<file path="src/rtl/diablo_decode_pkg.sv">
// diablo_decode_pkg: shared types and opcode constants for the decode stage
package diablo_decode_pkg;
  localparam int XLEN = 64;
  typedef enum logic [2:0] {
    FMT_R    = 3'd0,
    FMT_I    = 3'd1,
    FMT_S    = 3'd2,
    FMT_B    = 3'd3,
    FMT_U    = 3'd4,
    FMT_J    = 3'd5,
    FMT_NONE = 3'd7
  } fmt_e;
  localparam logic [6:0] OPC_OP      = 7'b0110011;
  localparam logic [6:0] OPC_OP32    = 7'b0111011;
  localparam logic [6:0] OPC_OPIMM   = 7'b0010011;
  localparam logic [6:0] OPC_OPIMM32 = 7'b0011011;
  localparam logic [6:0] OPC_LOAD    = 7'b0000011;
  localparam logic [6:0] OPC_JALR    = 7'b1100111;
  localparam logic [6:0] OPC_STORE   = 7'b0100011;
  localparam logic [6:0] OPC_BRANCH  = 7'b1100011;
  localparam logic [6:0] OPC_LUI     = 7'b0110111;
  localparam logic [6:0] OPC_AUIPC   = 7'b0010111;
  localparam logic [6:0] OPC_JAL     = 7'b1101111;
  typedef enum logic [1:0] {
    ST_EMPTY = 2'd0,
    ST_ONE   = 2'd1,
    ST_FULL  = 2'd2
  } buf_state_e;
  typedef struct packed {
    logic [31:0]     instr;
    logic [XLEN-1:0] pc;
    logic [XLEN-1:0] imm;
    fmt_e            fmt;
    logic            illegal;
  } entry_t;
endpackage

</file>
<file path="src/rtl/decode_classify.sv">
// decode_classify: combinational opcode-to-format classifier and immediate extractor
module decode_classify
  import diablo_decode_pkg::*;
(
  input  logic [31:0]     instr,
  output fmt_e            fmt,
  output logic [XLEN-1:0] imm,
  output logic            illegal
);
  logic [31:0] imm32;
  // every valid opcode ends in 2'b11, so a bad low pair falls through to NONE
  always_comb begin
    fmt = FMT_NONE;
    case (instr[6:0])
      OPC_OP, OPC_OP32:                          fmt = FMT_R;
      OPC_OPIMM, OPC_OPIMM32, OPC_LOAD, OPC_JALR: fmt = FMT_I;
      OPC_STORE:                                 fmt = FMT_S;
      OPC_BRANCH:                                fmt = FMT_B;
      OPC_LUI, OPC_AUIPC:                        fmt = FMT_U;
      OPC_JAL:                                   fmt = FMT_J;
      default:                                   fmt = FMT_NONE;
    endcase
  end
  // build a 32-bit sign-extended immediate per format; R and NONE stay zero
  always_comb begin
    imm32 = '0;
    case (fmt)
      FMT_I:   imm32 = {{20{instr[31]}}, instr[31:20]};
      FMT_S:   imm32 = {{20{instr[31]}}, instr[31:25], instr[11:7]};
      FMT_B:   imm32 = {{19{instr[31]}}, instr[31], instr[7], instr[30:25], instr[11:8], 1'b0};
      FMT_U:   imm32 = {instr[31:12], 12'b0};
      FMT_J:   imm32 = {{11{instr[31]}}, instr[31], instr[19:12], instr[20], instr[30:21], 1'b0};
      default: imm32 = '0;
    endcase
  end
  assign imm     = {{(XLEN-32){imm32[31]}}, imm32};
  assign illegal = (fmt == FMT_NONE);
endmodule

</file>
<file path="src/rtl/decode_issue_ctrl.sv">
// decode_issue_ctrl: decode-stage two-entry skid buffer with push-time classification (optional DECODE_PERF_CNT_EN perf counters)
module decode_issue_ctrl
  import diablo_decode_pkg::*;
(
  input  logic            clk,
  input  logic            rst_n,
  input  logic            flush_i,
  input  logic            in_valid_i,
  output logic            in_ready_o,
  input  logic [31:0]     in_instr_i,
  input  logic [XLEN-1:0] in_pc_i,
  output logic            out_valid_o,
  input  logic            out_ready_i,
  output logic [31:0]     out_instr_o,
  output logic [XLEN-1:0] out_pc_o,
  output logic [XLEN-1:0] out_imm_o,
  output logic [2:0]      out_fmt_o,
  output logic            out_illegal_o
`ifdef DECODE_PERF_CNT_EN
  ,
  output logic [31:0]     perf_decoded_o,
  output logic [31:0]     perf_stall_o
`endif
);
  buf_state_e      state, state_nxt;
  entry_t          head, skid, new_e;
  fmt_e            new_fmt;
  logic [XLEN-1:0] new_imm;
  logic            new_ill, push, pop;
  decode_classify u_cls (
    .instr   (in_instr_i),
    .fmt     (new_fmt),
    .imm     (new_imm),
    .illegal (new_ill)
  );
  assign new_e       = '{in_instr_i, in_pc_i, new_imm, new_fmt, new_ill};
  assign in_ready_o  = (state != ST_FULL);
  assign out_valid_o = (state != ST_EMPTY);
  assign push        = in_valid_i & in_ready_o;
  assign pop         = out_valid_o & out_ready_i;
  // buffer occupancy register
  always_ff @(posedge clk or negedge rst_n) begin
    if (!rst_n) state <= ST_EMPTY;
    else        state <= state_nxt;
  end
  // occupancy transitions; flush overrides any same-cycle push or pop
  always_comb begin
    state_nxt = flush_i            ? ST_EMPTY :
                state == ST_EMPTY  ? (push ? ST_ONE : ST_EMPTY) :
                state == ST_ONE    ? (push == pop ? ST_ONE : push ? ST_FULL : ST_EMPTY) :
                state == ST_FULL   ? (pop ? ST_ONE : ST_FULL) : ST_EMPTY;
  end
  // head holds the oldest entry; skid absorbs the in-flight push when execute stalls
  always_ff @(posedge clk or negedge rst_n) begin
    if (!rst_n) begin
      head <= '0;
      skid <= '0;
    end else begin
      if (pop && state == ST_FULL)                 head <= skid;
      else if (push && (state == ST_EMPTY || pop)) head <= new_e;
      if (push && !pop && state == ST_ONE)         skid <= new_e;
    end
  end
  assign out_instr_o   = head.instr;
  assign out_pc_o      = head.pc;
  assign out_imm_o     = head.imm;
  assign out_fmt_o     = head.fmt;
  assign out_illegal_o = head.illegal;
`ifdef DECODE_PERF_CNT_EN
  // saturating counters of pops and fetch stall cycles, cleared only by reset
  always_ff @(posedge clk or negedge rst_n) begin
    if (!rst_n) begin
      perf_decoded_o <= '0;
      perf_stall_o   <= '0;
    end else begin
      if (pop && perf_decoded_o != '1)                    perf_decoded_o <= perf_decoded_o + 32'd1;
      if (in_valid_i && !in_ready_o && perf_stall_o != '1) perf_stall_o   <= perf_stall_o + 32'd1;
    end
  end
`endif
endmodule

</file>
<file path="config.mk">
export PLATFORM = sky130hd
export DESIGN_NAME = decode_issue_ctrl
export DESIGN_NICKNAME = d
export VERILOG_FILES = /design/src/rtl/diablo_decode_pkg.sv /design/src/rtl/decode_classify.sv /design/src/rtl/decode_issue_ctrl.sv
export SDC_FILE = /design/constraint.sdc
export NUM_CORES = 1
export LEC_CHECK = 0
export BUFFER_PORTS_ARGS = -buffer_cell sky130_fd_sc_hd__buf_4
export CORE_MARGIN = 3
export CORE_UTILIZATION = 54
export DETAILED_ROUTE_END_ITERATION = 8
export GPL_TIMING_DRIVEN = 0
export PLACE_DENSITY = 0.8
export SLEW_MARGIN = 0
export SYNTH_ARGS = -nofsm -noshare
export SYNTH_HDL_FRONTEND = slang
export SYNTH_SLANG_ARGS = --single-unit
</file>
<file path="constraint.sdc">
create_clock -name clk -period 1.9 [get_ports clk]
set_clock_uncertainty 0.05 [all_clocks]
set_input_delay 0.19 -clock clk [delete_from_list [all_inputs] [get_ports clk]]
set_output_delay 0.19 -clock clk [all_outputs]
set_load 0.1 [all_outputs]
</file>
==> out/qor.csv, run 1 <==
stage,metric,value,unit
cts,cts_buffers,27,
grt,grt_pass1_vias,11000,
timing,fin_hold_ws,31.2,ps
layout,antenna_cells,0,
run,max_cap_violations,0,
worst_setup_path,setup.worst_path.start,state[1],
route,avgRoutedWirePerCell,18.3,µm
yosys,synth_async_sr_flop_share,100,%
route,route.detailed.drc,0,
placed_design,dpl.cell_count,1869,
yosys,synth_area_per_cell,8.70,µm²
grt,antenna_found_initial,0,
floorplanning,core.rowCount,52,
timing,fin_ws,47.8,ps
layout,final_common_cell,nand2_1,
yosys,synth-main-ff-cell,dfrtp_1,
layout,finalCoreUtilization,77.6,%
timing,max-slew-margin-rel,60.3,%
yosys,ys_seq_area_share,57.4,%
layout,fin_nets,1831,
yosys,synthesis.nets,1435,
timing,worstMarginPinSlew,595,ps
timing,finalWorstPathRequiredPeriod,1850,ps
cts,clk_path_buf_depth,3,
power,p_leak,8.04,nW
worst_setup_path,r2r_start,state[1],
power,power.density,1250,nW/µm²
yosys,syn_inst,1333,
worst_setup_path,crit_path_start_kind,register,
power,power,20.1,mW
grt,grt_max_degree,111,
worst_hold_path,hold_path_class,in -> reg,
route,drtAntennaViolNets,0,
worst_setup_path,critPathKind,reg -> reg,
placed_design,hpwlAfterDp,23700,µm
timing,hold_viol,0,
grt,grt_overflow,0,
floorplanning,io_pins,267,
worst_setup_path,reg2reg_depth,6,
worst_setup_path,reg2reg_to,out_instr_o[11],
floorplanning,start_util,56.1,%
route,drt_wl_total,36900,µm
worst_setup_path,crit_required,2290,ps
power,ir_drop,0.000847,V
cts,cts_tree,done,
cts,cts.sinks,266,
placed_design,io_buffers,264,
worst_setup_path,cp_max_fo,10,
placed_design,dpl_cell_area,14000,µm²
run_status,outcome,"finished, final reports clean",
cts,root_buffer,clkbuf_16,
floorplanning,coreArea,20700,µm²
layout,syn_to_final_growth,38.4,%
layout,fillers,1389,
floorplanning,fp.dieArea,23300,µm²
cts,clk_pin_slew_worst_paths,60,ps
worst_setup_path,arrival,2240,ps
grt,track_usage,30.3,%
floorplanning,die_y,153,µm
timing,layout_worst_path_cycle_share,97.5,%
cts,h-tree-depth,1,
route,dr.pass1.iters,9,
yosys,ys_warn_count,0,
placed_design,place_congestion,0.864,
worst_setup_path,cp-end-kind,register,
cts,clk_latency,530,ps
yosys,syn_area,11600,µm²
worst_setup_path,rrSetupSlack,50,ps
layout,drive_gt1_share,26.2,%
yosys,synth_seq_cells,266,
yosys,synth_edf_count,0,
route,vias,11300,
grt,grt_pass1_wl,58200,µm
timing,setup_tns,0,ps
timing,drv_slew,0,
layout,layout_common_cells,"nand2_1 (527), buf_4 (315), dfrtp_1 (265)",
yosys,synth.distinct_cells,46,
placed_design,pre_cts_slack,-375,ps
timing,max_freq,540,MHz
worst_hold_path,worstHoldStart,in_instr_i[2],
worst_setup_path,crit_path_end,out_instr_o[11],
layout,stdcell_area,16100,µm²
timing,setup_viol,0,
route,viasPerCell,5.58,
route,drtIter0Drc,931,
floorplanning,die_w,153,µm
layout,stdcell_count,2019,
metal layers:
layer	vias up	GRT usage, %	wire length [µm]	share of wire, %
met4	0	10.1	1330	3.6
met2	588	50.7	18000	49
met3	107	4.63	2830	7.7
met1	5433	41.0	14800	40
met5	-	0	0	0
li1	5132	-	-	-
how the worst min path moves through the flow:
stage,to,depth (start not counted)
after floorplan,out_fmt_o[0],0
after global placement,state[1],2
after detailed placement,out_pc_o[29],1
after CTS,skid[5],4
after global routing,skid[5],4
final,skid[5],4
critical path, cell delays in order, from the launching register on:
cell,delay [ps]
dfrtp_1,430
nor2b_4,160
nand2_2,210
buf_4,290
clkbuf_2,290
nand2_1,110
a31oi_1,210
report_power, final:
part	internal [mW]	total, mW	switching, mW
sequential	6.94	7.69	0.744
combinational	1.70	6.86	5.16
clock	3.28	5.51	2.22
state kept, by name, summed over array words and instances (netlist names):
name	cells
state	2
out_pc_o	64
out_imm_o	32
out_illegal_o	1
out_instr_o	32
skid	132
out_fmt_o	3
logic make-up after synthesis:
group | share of synthesized area, %
buffers and inverters | 6.09
multiplexers | 0.0863
AO/OA/AOI/OAI | 12.7
AND/OR/NAND/NOR | 23.6
flip-flops | 57.4
adder cells (fa/ha/maj) | 0.108
Yosys cell counts, types with 12 or more instances:
cell type  number  area (µm²)
nand2_1       527        1980
dfrtp_1       266        6660
nor2_1        134         503
a31oi_1       104         651
a21oi_1        54         270
buf_4          45         338
buf_2          43         215
clkbuf_1       28         105
o21ai_0        25         125
o22ai_1        16         100
a21o_1         13        97.6
nand3_1        12        60.1
layout make-up:
type	instances	area, µm²	share of cell area (%)
Inverter	5	18.8	0.117
Clock inverter	12	138	0.857
Tap cell	270	338	2.10
Buffer	122	795	4.95
Clock buffer	37	783	4.88
Sequential cell	266	6660	41.5
Multi-Input combinational cell	940	4260	26.5
Timing Repair Buffer	367	3060	19.1
repair_timing:
item | CTS | global route
pin swaps | 0 | 1
hold buffers | 96 | 0
setup endpoints to repair | 237 | 262
cloned | 0 | 1
setup buffers | 0 | 4
hold endpoints to repair | 308 | 0
resized for setup | 42 | 30
No activity file was read; power rests on OpenSTA's default activity.
==> run 2, diff against run 1 <==
--- a/config.mk
+++ b/config.mk
@@ -7,10 +7,10 @@
 export LEC_CHECK = 0
 export BUFFER_PORTS_ARGS = -buffer_cell sky130_fd_sc_hd__buf_4
 export CORE_MARGIN = 3
-export CORE_UTILIZATION = 54
+export CORE_UTILIZATION = 58
 export DETAILED_ROUTE_END_ITERATION = 8
 export GPL_TIMING_DRIVEN = 0
-export PLACE_DENSITY = 0.8
+export PLACE_DENSITY = 0.85
 export SLEW_MARGIN = 0
 export SYNTH_ARGS = -nofsm -noshare
 export SYNTH_HDL_FRONTEND = slang
==> constraint.sdc (replaced) <==
create_clock -name clk -period 2.2 [get_ports clk]
set_clock_uncertainty 0.05 [all_clocks]
set_input_delay 0.22 -clock clk [delete_from_list [all_inputs] [get_ports clk]]
set_output_delay 0.22 -clock clk [all_outputs]
set_load 0.1 [all_outputs]
==> run 2 against run 1 <==
  * Register-to-register slack gained 50 ps
  * Global-route usage is 3.5 points higher
  * Final area shrank 1.2%
  * Count of clock-buffer cells in the layout increased by 2
  * Power decreased by 14%
  * Die area decreased by 6.6%
  * Combinational power is 14% lower
  * Largest power group unchanged
==> out/qor.csv, run 2 (synthesized netlist as in run 1, its figures left out) <==
stage,metric,value,unit,change
grt,grt_max_degree,94,,-15%
power,ir_drop,0.000754,V,-11%
grt,track_usage,33.9,%,+3.5 points
timing,max_freq,475,MHz,-12%
cts,clk_latency,530,ps,about the same
worst_hold_path,worstHoldStart,in_instr_i[2],,
timing,fin_hold_ws,39.7,ps,+8.49 ps
cts,clk_pin_slew_worst_paths,70,ps,about the same
worst_hold_path,min_path_cells,4,,unchanged
worst_setup_path,critPathKind,reg -> reg,,
layout,largest_reg_flops,132,,unchanged
worst_setup_path,reg2reg_to,out_pc_o[13],,
grt,grt_overflow,0,,unchanged
power,switching_share,40.9,%,+0.41 points
layout,fillers,1175,,-15%
layout,drive_gt1_share,25.1,%,-1.1 points
cts,clk_path_buf_depth,3,,unchanged
grt,grt_pass1_vias,11500,,+4.1%
layout,final_common_cell,nand2_1,,
worst_setup_path,crit_path_start_kind,register,,
route,drtAntennaViolNets,0,,unchanged
layout,fin_nets,1826,,-0.27%
timing,layout_worst_path_cycle_share,95.6,%,-1.8 points
layout,layout_common_cells,"nand2_1 (527), buf_4 (308), dfrtp_1 (265)",,
power,power_frac_comb,34.3,%,about the same
floorplanning,fp.dieArea,21700,µm²,-6.6%
placed_design,place_congestion,0.904,,+4.6%
route,viasPerCell,5.71,,+2.5%
run,max_cap_violations,0,,unchanged
layout,largest_register,skid,,
worst_setup_path,crit_required,2520,ps,+230 ps
timing,worstMarginPinSlew,706,ps,+111 ps
worst_setup_path,cp-end-kind,register,,
floorplanning,die_y,147,µm,-3.4%
worst_setup_path,cp_max_fo,10,,unchanged
floorplanning,start_util,59.4,%,+3.3 points
route,dr.pass1.iters,7,,-2
power,power.density,1090,nW/µm²,-13%
cts,cts.sinks,266,,unchanged
run_status,outcome,"finished, final reports clean",,
floorplanning,io_pins,267,,unchanged
worst_hold_path,hold_path_class,in -> reg,,
power,power,17.2,mW,-14%
power,power_switching,7.05,mW,-13%
grt,grt_pass1_wl,59600,µm,+2.3%
power,p_leak,7.97,nW,-0.88%
timing,finalWorstPathRequiredPeriod,2100,ps,+252 ps
grt,antenna_found_initial,0,,unchanged
cts,post-cts-setup-buffers,0,,unchanged
route,vias,11500,,+1.9%
layout,finalCoreUtilization,81.2,%,+3.6 points
worst_setup_path,rrSetupSlack,100,ps,+50 ps
worst_setup_path,r2r_start,state[1],,
placed_design,io_buffers,264,,unchanged
route,drt_wl_total,37600,µm,+1.9%
timing,hold_viol,0,,unchanged
layout,syn_to_final_growth,36.7,%,
route,avgRoutedWirePerCell,18.7,µm,+2.6%
floorplanning,coreArea,19500,µm²,-5.6%
placed_design,hpwlAfterDp,23700,µm,-0.30%
route,route.detailed.drc,0,,unchanged
timing,drv_slew,0,,unchanged
cts,cts_buffers,27,,unchanged
cts,cts_tree,done,,
layout,stdcell_area,15900,µm²,-1.2%
cts,root_buffer,clkbuf_16,,
placed_design,dpl_cell_area,14000,µm²,about the same
timing,setup_tns,0,ps,unchanged
power,power_frac_clock,27.0,%,-0.5 points
layout,antenna_cells,0,,unchanged
route,drtIter0Drc,942,,+1.2%
power,seqPwrFrac,38.7,%,+0.4 points
worst_hold_path,worstHoldEndpoint,skid[5],,
worst_setup_path,arrival,2420,ps,+180 ps
floorplanning,die_w,147,µm,-3.4%
cts,h-tree-depth,1,,unchanged
timing,setup_viol,0,,unchanged
power,p_int,10.2,mW,-15%
timing,max-slew-margin-rel,53.0,%,-7.4 points
floorplanning,core.rowCount,51,,-1.9%
worst_setup_path,reg2reg_depth,6,,unchanged
-- run 2: cell count changes in the layout (fill, tap and decap cells not counted), moves of 2 or more --
cell | before | now
buf_6 | 6 | 1
clkbuf_1 | 8 | 17
clkbuf_2 | 11 | 19
a21oi_1 | 52 | 54
clkinv_2 | 8 | 6
buf_2 | 39 | 41
clkbuf_4 | 12 | 2
buf_4 | 315 | 308
-- run 2: repair_timing --
item | 4_1_cts | 5_1_grt
hold buffers | 96 | 0
hold endpoints to repair | 325 | 0
gates resized for setup | 8 | 22
setup endpoints to repair | 121 | 111
-- run 2: worst max-delay path, stage by stage, from the launching register on --
cell,delay [ps]
dfrtp_1,410
mux2i_1,140
o21ai_1,210
buf_2,340
buf_2,380
buf_4,250
a31oi_1,170
-- run 2: area by class of cell --
cell class              count  area (µm²)  area share (%)
clock buffers              39         801            5.05
well taps                 265         332            2.09
multi-input cells         940        4240            26.7
clock inverters             8        90.1           0.568
plain buffers             122         717            4.52
inverters                   5        18.8           0.118
flip-flops and latches    266        6660            42.0
repair buffers            362        3010            19.0
-- run 2: metal layers --
metal	vias to the layer above	routed length [µm]	global-route usage, %
met5	-	0	0
met1	5588	14400	43.9
met2	633	18300	56.3
met3	136	3290	7.17
li1	5113	-	-
met4	0	1570	13.8
-- run 2: power groups by stage --
stage | registers, mW | clock network (mW) | logic [mW]
6_report | 6.66 | 4.65 | 5.92
5_1_grt | 6.77 | 4.87 | 6.22
4_1_cts | 6.62 | 4.64 | 5.85
3_5_place_dp | 6.68 | 0 | 5.68
3_3_place_gp | 6.64 | 0 | 5.55
2_1_floorplan | 9.20 | 0 | 1.62
-- run 2: worst max-delay path by stage --
stage / depth (start not counted) / to / slack, ps / start
after global routing: 8 / skid[112] / -2 / state[1]
after CTS: 8 / skid[133] / 20 / state[1]
after detailed placement: 7 / state[1] / -110 / state[1]
final: 6 / out_pc_o[13] / 100 / state[1]
after global placement: 1 / skid[148] / -1300 / rst_n
after floorplan: 1 / out_imm_o[32] / 80 / out_imm_o[62]
-- run 2: stage by stage --
stage          cells  setup WS (ps)
2_1_floorplan   1333           75.4
3_3_place_gp    1862          -1300
3_5_place_dp    1864           -105
4_1_cts         2007           20.4
5_1_grt         2007          -2.13
6_report        2007           95.7
